--- config.mk ---
export PLATFORM = sky130hd
export DESIGN_NAME = node_info_regs
export DESIGN_NICKNAME = d
export VERILOG_FILES = /design/src/rtl/eer_pkg.sv /design/src/rtl/low_energy_monitor.sv /design/src/rtl/node_info_regs.sv
export SDC_FILE = /design/constraint.sdc
export NUM_CORES = 1
export LEC_CHECK = 0
export ABC_AREA = 1
export BUFFER_PORTS_ARGS = -buffer_cell sky130_fd_sc_hd__buf_2
export CAP_MARGIN = 30
export CELL_PAD_IN_SITES_DETAIL_PLACEMENT = 1
export CELL_PAD_IN_SITES_GLOBAL_PLACEMENT = 1
export CORE_MARGIN = 4
export CORE_UTILIZATION = 34
export DETAILED_ROUTE_END_ITERATION = 8
export GPL_TIMING_DRIVEN = 0
export PLACE_DENSITY_LB_ADDON = 0.05
export SLEW_MARGIN = 10
export SYNTH_ARGS = -nofsm -noshare
export SYNTH_HDL_FRONTEND = slang
export SYNTH_SLANG_ARGS = --single-unit
--- constraint.sdc ---
create_clock -name clk -period 5.1 [get_ports clk]
set_clock_uncertainty 0.1 [all_clocks]
set_input_delay 0.51 -clock clk [delete_from_list [all_inputs] [get_ports clk]]
set_output_delay 0.51 -clock clk [all_outputs]
set_load 0.03 [all_outputs]
--- src/rtl/eer_pkg.sv ---
// Shared packet-type codes and heartbeat-lock state encoding for the EER-RL node.
package eer_pkg;

  localparam logic [2:0] PKT_HB   = 3'b000;
  localparam logic [2:0] PKT_CHE  = 3'b001;
  localparam logic [2:0] PKT_TS   = 3'b100;
  localparam logic [2:0] PKT_DATA = 3'b101;

  typedef enum logic {
    UNLOCKED = 1'b0,
    LOCKED   = 1'b1
  } hb_state_e;

endpackage

--- src/rtl/low_energy_monitor.sv ---
// Debounced low-energy detector with hysteresis against a buffered threshold.
module low_energy_monitor #(
  parameter int            W        = 16,
  parameter logic [W-1:0]  HYST     = 8,
  parameter int            DEBOUNCE = 3
) (
  input  logic         clk,
  input  logic         rst,
  input  logic [W-1:0] energy,
  input  logic [W-1:0] thr,
  output logic         low_E
);

  localparam logic [3:0] DEB_LAST = 4'(DEBOUNCE - 1);

  logic [W:0]   hyst_sum;
  logic [W-1:0] clr_bound;
  logic         set_cond;
  logic         clr_cond;
  logic         opposing;
  logic [3:0]   cnt;

  // The upper bound saturates so a threshold near full scale cannot wrap low.
  always_comb begin
    hyst_sum  = {1'b0, thr} + {1'b0, HYST};
    clr_bound = hyst_sum[W] ? '1 : hyst_sum[W-1:0];
    set_cond  = (energy < thr);
    clr_cond  = (energy >= clr_bound);
    opposing  = low_E ? clr_cond : set_cond;
  end

  always_ff @(posedge clk) begin
    if (rst) begin
      cnt   <= '0;
      low_E <= 1'b0;
    end else if (opposing) begin
      if (cnt == DEB_LAST) begin
        low_E <= ~low_E;
        cnt   <= '0;
      end else begin
        cnt <= cnt + 4'd1;
      end
    end else begin
      cnt <= '0;
    end
  end

endmodule

--- src/rtl/node_info_regs.sv ---
// Per-node info registers: HB context, role, timeslot, Q-value, HB-lock FSM and low-energy flag.
// Optional HB-lock auto-unlock timer is enabled by defining HBLOCK_TIMEOUT_EN.
module node_info_regs
  import eer_pkg::*;
#(
  parameter int            W          = 16,
  parameter logic [W-1:0]  NODE_ID    = 'h000C,
  parameter logic [W-1:0]  HYST       = 'd8,
  parameter int            DEBOUNCE   = 3,
  parameter int            HB_TIMEOUT = 1024
) (
  input  logic         clk,
  input  logic         rst,
  input  logic         en_MNI,
  input  logic [2:0]   fPktType,
  input  logic [W-1:0] e_max,
  input  logic [W-1:0] e_min,
  input  logic [W-1:0] e_threshold,
  input  logic [W-1:0] hops,
  input  logic [W-1:0] ch_ID,
  input  logic [W-1:0] timeslot,
  input  logic [W-1:0] energy,
  input  logic [W-1:0] q_in,
  input  logic         q_valid,
  output logic [W-1:0] myNodeID,
  output logic [W-1:0] hopsFromSink,
  output logic [W-1:0] myQValue,
  output logic [W-1:0] myTimeslot,
  output logic [W-1:0] eMax,
  output logic [W-1:0] eMin,
  output logic         role,
  output logic         low_E,
  output logic         hb_locked
);

  hb_state_e    state;
  hb_state_e    state_next;
  logic [W-1:0] thr_buf;
  logic         hb_cap;
  logic         che_cap;
  logic         ts_cap;
  logic         data_seen;
  logic         timeout_hit;

  assign myNodeID  = NODE_ID;
  assign hb_locked = (state == LOCKED);
  assign hb_cap    = en_MNI && (fPktType == PKT_HB);
  assign che_cap   = en_MNI && (fPktType == PKT_CHE);
  assign ts_cap    = en_MNI && (fPktType == PKT_TS);
  assign data_seen = (fPktType == PKT_DATA);

`ifdef HBLOCK_TIMEOUT_EN
  logic [W-1:0] hb_timer;

  always_ff @(posedge clk) begin
    if (rst || state == UNLOCKED) begin
      hb_timer <= '0;
    end else begin
      hb_timer <= hb_timer + 1'b1;
    end
  end

  assign timeout_hit = (state == LOCKED) && (hb_timer == W'(HB_TIMEOUT - 1));
`else
  assign timeout_hit = 1'b0;
`endif

  always_ff @(posedge clk) begin
    if (rst) begin
      state <= UNLOCKED;
    end else begin
      state <= state_next;
    end
  end

  // DATA (or timeout) wins; an HB only locks from the unlocked state.
  always_comb begin
    state_next = state;
    if (data_seen || timeout_hit) begin
      state_next = UNLOCKED;
    end else if (state == UNLOCKED && hb_cap) begin
      state_next = LOCKED;
    end
  end

  always_ff @(posedge clk) begin
    if (rst) begin
      hopsFromSink <= '0;
      eMax         <= '0;
      eMin         <= '0;
      thr_buf      <= '0;
      role         <= 1'b0;
      myTimeslot   <= '0;
      myQValue     <= '0;
    end else begin
      if (hb_cap) begin
        hopsFromSink <= hops;
      end
      if (hb_cap && state == UNLOCKED) begin
        eMax    <= e_max;
        eMin    <= e_min;
        thr_buf <= e_threshold;
      end
      if (che_cap) begin
        role <= (ch_ID == NODE_ID);
      end
      if (ts_cap) begin
        myTimeslot <= timeslot;
      end
      if (q_valid) begin
        myQValue <= q_in;
      end
    end
  end

  low_energy_monitor #(
    .W        (W),
    .HYST     (HYST),
    .DEBOUNCE (DEBOUNCE)
  ) u_low_energy_monitor (
    .clk    (clk),
    .rst    (rst),
    .energy (energy),
    .thr    (thr_buf),
    .low_E  (low_E)
  );

endmodule
==> impl_metrics.py, run 1 <==
metrics = {
    "floorplan": {
        "num_rows": 43,
        "chipHeight_um": 127.0,
        "io_pins": 234,
        "die_area_um2": 16140,
        "initial_utilization": 0.3471,
        "fp.dieW_um": 127.0,
        "fp.coreArea_um2": 13880,
    },
    "clock_network": {
        "cts.htree.levels": 3,
        "ctsResizeCount": 0,
        "clock_latency_ns": 0.35,
        "clk_pin_slew_ns": 0.07,
        "cts_tree": "done",
        "cts_buffers": 9,
        "post_cts_buffers": 0,
        "cts-root-buf": "clkbuf_16",
        "hold_buffers": 0,
        "clockBufferDepth": 2,
        "numClockSinks": 103,
    },
    "timing": {
        "period_minus_slack_ns": 2.981,
        "slew_headroom": 0.5615,
        "max_freq_mhz": 335.5,
        "finalCritPeriodShare": 0.5844,
        "hold_viol_final": 0,
        "fin_tns_setup_ns": 0,
        "tightestPinTransition_ns": 0.6529,
        "report.final.slew_viol_count": 0,
        "rsz0062_at_grt": "no",
        "setup-violations-final": 0,
    },
    "worst_setup_path": {
        "critPathCaptureType": "flip-flop",
        "critical_path.endpoint": "u_low_energy_monitor.cnt[3]$_SDFF_PP0_",
        "r2r_start": "thr_buf[15]$_SDFFE_PP0P_",
        "startpoint": "thr_buf[15]$_SDFFE_PP0P_",
        "timing.critical_path.buf_inv": 2,
        "worst_setup_path_start_kind": "flip-flop",
        "worstPathMaxFanout": 10,
        "crit_family": "simple AND/OR/NAND/NOR gates",
        "crit_cells": 16,
        "arrival_ns": 3.16,
        "worstRegToRegCells": 16,
        "crit_type": "reg -> reg",
        "rr_endpoint": "u_low_energy_monitor.cnt[3]$_SDFF_PP0_",
        "r2r_slack_ns": 2.12,
        "worstPathRequired_ns": 5.28,
        "cpPeakStageDelay_ns": 0.61,
        "slowest_stage": "nor4_4",
        "crit_chain": "inv_1, nor2_2, inv_2, nor4_4, nor2_1, ha_1, nand2_1, nor2_1, nand2_1, nor2_1, nor2_1, nand2_1, nand2_1, nand2_1, nand3_1, nor2_1",
    },
    "finish": {
        "fin_area_um2": 6477,
        "post-route-util": 0.4666,
        "layout.nets": 1050,
        "drive_above_1_share": 0.3081,
        "num-fill-cells": 1877,
        "syn_to_final_growth_pct": 34.43,
    },
    "grt": {
        "grt_max_degree": 18,
        "grt_pass1_vias": 5561,
        "antenna_found_initial": 3,
        "gr-usage-all-layers": 0.2046,
        "grt_pass1_wl_mm": 26.65,
        "grt-ovfl-total": 0,
    },
    "route": {
        "met2_length_mm": 8.426,
        "vias_per_cell": 4.780,
        "vias": 5100,
        "wl_met3_mm": 1.217,
        "drt-initial-drc-count": 122,
        "dr.pass1.iters": 4,
        "wl_met1_mm": 6.513,
        "drc": 0,
        "wirelength_mm": 16.51,
        "top_layer_used": "met5",
        "ant_nets": 0,
        "routedWlPerCell_um": 15.47,
    },
    "place": {
        "dp_hpwl_mm": 13.63,
        "port-buffer-count": 216,
        "gp_congestion": 0.8016,
        "dpl_cell_area_um2": 6177,
    },
    "yosys": {
        "synth_edf_count": 0,
        "synthTopCellsByArea": "dfxtp_1 43%, nor2_1 9.7%, ha_1 8.8%",
        "seq_area_frac_synth": 0.4279,
        "syn-mean-instance-area_um2": 7.529,
        "synthArstFlopShare": 0,
        "synth_top_flop_cell": "dfxtp_1",
        "ys_warn_count": 0,
        "netlist_area_um2": 4818,
        "yosys.cell_types.count": 33,
        "ys_ff_latch": 103,
        "synth_top_cell_by_area": "dfxtp_1",
        "synth_top_area_share": 0.4279,
        "syn_inst": 640,
    },
    "pwr": {
        "ir_drop_v": 0.0001357,
        "leakage_nw": 3.080,
        "power_density_nw_per_um2": 284.6,
        "finalPower_w": 0.001843,
    },
    "outcome": {
        "status": "finished, final reports clean",
    },
    "worst_hold_path": {
        "hp-start": "fPktType[0]",
        "hp-class": "in -> reg",
    },
    "run": {
        "drv_cap": 0,
    },
}
## cells in the final DEF (no fill, tap or decap), types with 3 or more instances in the layout
master     count
o21bai_1       3
conb_1        16
nand3_1       40
o21ai_0       68
nor2_1       124
inv_2          5
clkbuf_1      18
xor2_1         5
clkbuf_16      9
inv_1         35
nor3_1         4
a21oi_1       66
buf_4         18
nor2_2         3
o22ai_1        4
ha_1          34
buf_2        226
nand4_1        3
nand2_1       75
dfxtp_1      103
nor4_1         4
## report_power, final
| group | switching [W] | internal [W] | total (W) | leakage (nW) |
|---|---|---|---|---|
| clock network | 0.000317 | 0.000384 | 0.000701 | 0.143 |
| logic | 0.000184 | 0.000111 | 0.000294 | 2.10 |
| registers | 0.0000153 | 0.000833 | 0.000848 | 0.839 |
| total | 0.000516 | 0.00133 | 0.00184 | 3.08 |
## registers in the layout (all words and copies together) (netlist names), 4 cells and up
register / flops
eMax: 16
eMin: 16
hopsFromSink: 16
myQValue: 16
myTimeslot: 16
thr_buf: 16
u_low_energy_monitor.cnt: 4
## cell families after synthesis
logic type	Yosys count	share of synthesized area
and+or+nand+nor	261	0.2301
AOI/OAI and AO/OA	147	0.1568
DFF	103	0.4279
buffers and inverters	87	0.08439
adders and majority gates	34	0.08829
xor gates and xnor gates	6	0.01091
other	2	0.001559
## synth_stat cells, types with 2 or more instances
| master | instances |
|---|---|
| o21ai_1 | 2 |
| buf_4 | 18 |
| inv_1 | 35 |
| o22ai_1 | 4 |
| nand2_1 | 75 |
| ha_1 | 34 |
| nor3_1 | 4 |
| nor3_2 | 2 |
| a21oi_1 | 66 |
| nor2_1 | 124 |
| nand4_1 | 3 |
| xor2_1 | 5 |
| clkbuf_1 | 17 |
| a31oi_1 | 2 |
| nor4_1 | 4 |
| nor2_2 | 3 |
| o21bai_1 | 3 |
| conb_1 | 2 |
| buf_2 | 10 |
| nand3_1 | 40 |
| dfxtp_1 | 103 |
| inv_2 | 5 |
| o21ai_0 | 68 |
| nand2_2 | 2 |
## how the worst min path moves through the flow
stage | endpoint | slack (ns) | depth (start not counted)
finish | hb_locked$_SDFFE_PP0P_ | 0.27 | 2
global route | hb_locked$_SDFFE_PP0P_ | 0.27 | 2
CTS | hb_locked$_SDFFE_PP0P_ | 0.26 | 2
detailed placement | eMax[15]$_SDFFE_PP0P_ | 0.35 | 2
global placement | u_low_energy_monitor.cnt[0]$_SDFF_PP0_ | 0.34 | 1
floorplan | u_low_energy_monitor.cnt[0]$_SDFF_PP0_ | 0.33 | 1
## per-layer routing
layer,vias to the layer above,track usage
met3,24,0.06480
met1,2365,0.2211
met4,4,0.07319
met2,136,0.3742
met5,-,0
li1,2571,-
## area by class of cell
class / instances / area (um2) / share of cell area
multi-input cells: 464 / 2402 / 0.3709
flip-flops and latches: 103 / 2062 / 0.3183
repair buffers: 216 / 1081 / 0.1669
plain buffers: 46 / 252.7 / 0.03902
clock buffers: 10 / 229.0 / 0.03535
well taps: 180 / 225.2 / 0.03477
inverters: 41 / 153.9 / 0.02376
clock inverters: 6 / 68.82 / 0.01062
diodes: 1 / 2.502 / 0.0003863
## metrics by stage
step / instances / hold slack (ns) / setup slack, ns
2_1_floorplan: 654 / 0.3297 / 2.737
3_3_place_gp: 1050 / 0.3441 / 2.253
3_5_place_dp: 1050 / 0.3510 / 2.120
4_1_cts: 1066 / 0.2621 / 2.062
5_1_grt: 1067 / 0.2712 / 1.827
6_report: 1067 / 0.2706 / 2.119
(Power assumes the default switching activity.)
==> run 2: changes to the inputs <==
Settings changed: CORE_UTILIZATION 34 to 29.
Clock period 5.1 ns to 2.65 ns, I/O delays scaled along.
==> impl_metrics.py, run 2 (synthesis gave the netlist of run 1 again) <==
metrics = {
    "route": {
        "vias_per_cell": 4.591,
        "drc": 0,
        "top_layer_used": "met5",
        "wl_met1_mm": 6.479,
        "wl_met3_mm": 1.462,
        "drt-initial-drc-count": 105,
        "ant_nets": 0,
        "vias": 5091,
        "dr.pass1.iters": 4,
        "met2_length_mm": 8.869,
        "routedWlPerCell_um": 15.43,
        "wirelength_mm": 17.11,
    },
    "pwr": {
        "ir_drop_v": 0.0002844,
        "power_density_nw_per_um2": 541.1,
        "leakage_nw": 3.187,
        "finalPower_w": 0.003631,
    },
    "worst_setup_path": {
        "worstPathMaxFanout": 4,
        "critPathCaptureType": "flip-flop",
        "arrival_ns": 2.75,
        "crit_type": "reg -> reg",
        "worst_setup_path_start_kind": "flip-flop",
        "worstPathRequired_ns": 2.80,
    },
    "place": {
        "dpl_cell_area_um2": 6222,
        "pre_cts_ws_ns": -0.3339,
        "port-buffer-count": 216,
        "gp_congestion": 0.7958,
        "dp_hpwl_mm": 13.96,
    },
    "floorplan": {
        "num_rows": 46,
        "fp.coreArea_um2": 16060,
        "io_pins": 234,
        "fp.dieW_um": 136.9,
        "initial_utilization": 0.3001,
        "chipHeight_um": 136.9,
        "die_area_um2": 18740,
    },
    "clock_network": {
        "clk_pin_slew_ns": 0.08,
        "cts-root-buf": "clkbuf_16",
        "cts_buffers": 9,
        "cts.htree.levels": 3,
        "clock_latency_ns": 0.35,
        "clockBufferDepth": 2,
        "numClockSinks": 103,
        "cts_tree": "done",
    },
    "timing": {
        "period_minus_slack_ns": 2.604,
        "setup-violations-final": 0,
        "max_freq_mhz": 384.1,
        "finalCritPeriodShare": 0.9825,
        "worst_slack_ns": 0.04639,
        "report.final.slew_viol_count": 0,
        "rsz0062_at_grt": "yes",
        "hold_viol_final": 0,
    },
    "worst_hold_path": {
        "hp-class": "in -> reg",
    },
    "finish": {
        "diodes": 0,
        "multi_input_area_um2": 2509,
        "seqCellArea_um2": 2079,
        "final_common_cell": "buf_2",
        "syn_to_final_growth_pct": 39.26,
        "fin_area_um2": 6710,
        "num-fill-cells": 2066,
        "layout.nets": 1057,
        "drive_above_1_share": 0.3449,
        "final_cell_mix": "226 x buf_2, 123 x nor2_1, 97 x dfxtp_1",
    },
    "grt": {
        "antenna_found_initial": 2,
        "grt_max_degree": 20,
        "grt_pass1_vias": 5431,
        "grt-ovfl-total": 0,
        "grt_pass1_wl_mm": 27.01,
        "gr-usage-all-layers": 0.1834,
    },
    "outcome": {
        "status": "finished, final reports clean",
    },
    "run": {
        "drv_cap": 0,
    },
}
==> run 2: stage by stage <==
| step | utilization | TNS [ns] | std cells | hold WS [ns] |
|---|---|---|---|---|
| after floorplan | - | 0 | 654 | 0.2653 |
| after global placement | 0.3875 | -1.126 | 1086 | 0.3424 |
| after detailed placement | 0.3875 | -1.573 | 1086 | 0.3524 |
| after CTS | 0.4123 | 0 | 1108 | 0.0009288 |
| after global routing | 0.4179 | -0.7659 | 1109 | 0.02508 |
| final | 0.4179 | 0 | 1109 | 0.01859 |
==> run 2: layout make-up <==
class                      count  share of cell area
tap                          216             0.04028
inverter                      41             0.02293
sequential                   103              0.3099
buffer                        46             0.03767
multi-input combinational    464              0.3739
clock buffer                   9             0.03356
clock inverter                 7             0.01287
timing repair buffer         223              0.1689
==> run 2: worst paths after layout <==
| check | slack (ns) | cells past startpoint | endpoint | from |
|---|---|---|---|---|
| max | 0.05 | 14 | u_low_energy_monitor.low_E$_SDFFE_PP0P_ | thr_buf[4]$_SDFFE_PP0P_ |
| min | 0.02 | 2 | hb_locked$_SDFFE_PP0P_ | fPktType[0] |
| max reg2reg | 0.05 | 14 | u_low_energy_monitor.low_E$_SDFFE_PP0P_ | thr_buf[4]$_SDFFE_PP0P_ |
| min reg2reg | 0.36 | 2 | eMin[15]$_SDFFE_PP0P_ | eMin[15]$_SDFFE_PP0P_ |
==> run 2: layer usage <==
metal,GRT usage,vias up
met5,0,-
met4,0.05044,4
met3,0.07941,23
met2,0.3319,123
met1,0.1940,2351
li1,-,2590
==> run 2: worst max-delay path, stage by stage (launching register included) <==
cell and delay, ns:
dfxtp_4 0.37, ha_4 0.15, nand3_4 0.07, nor3_4 0.22, inv_2 0.10, nor3_4 0.24
o22ai_2 0.13, a21oi_2 0.11, ha_1 0.28, a211oi_2 0.24, nand2_1 0.09, a21oi_2 0.12
nand2_2 0.08, a31oi_1 0.13, nor2_1 0.06
==> run 2: timing repair <==
item                                    CTS  global route
setup buffers                             6             1
resized for setup                        14            25
pin swaps                                 3            16
hold buffers                              0             0
endpoints found under the setup margin    5             5
==> run 2: report_power, final <==
part	switching, W	internal, W	total, W
registers	0.0000311	0.00160	0.00163
clock network	0.000663	0.000759	0.00142
logic	0.000361	0.000217	0.000578
total	0.00105	0.00258	0.00363
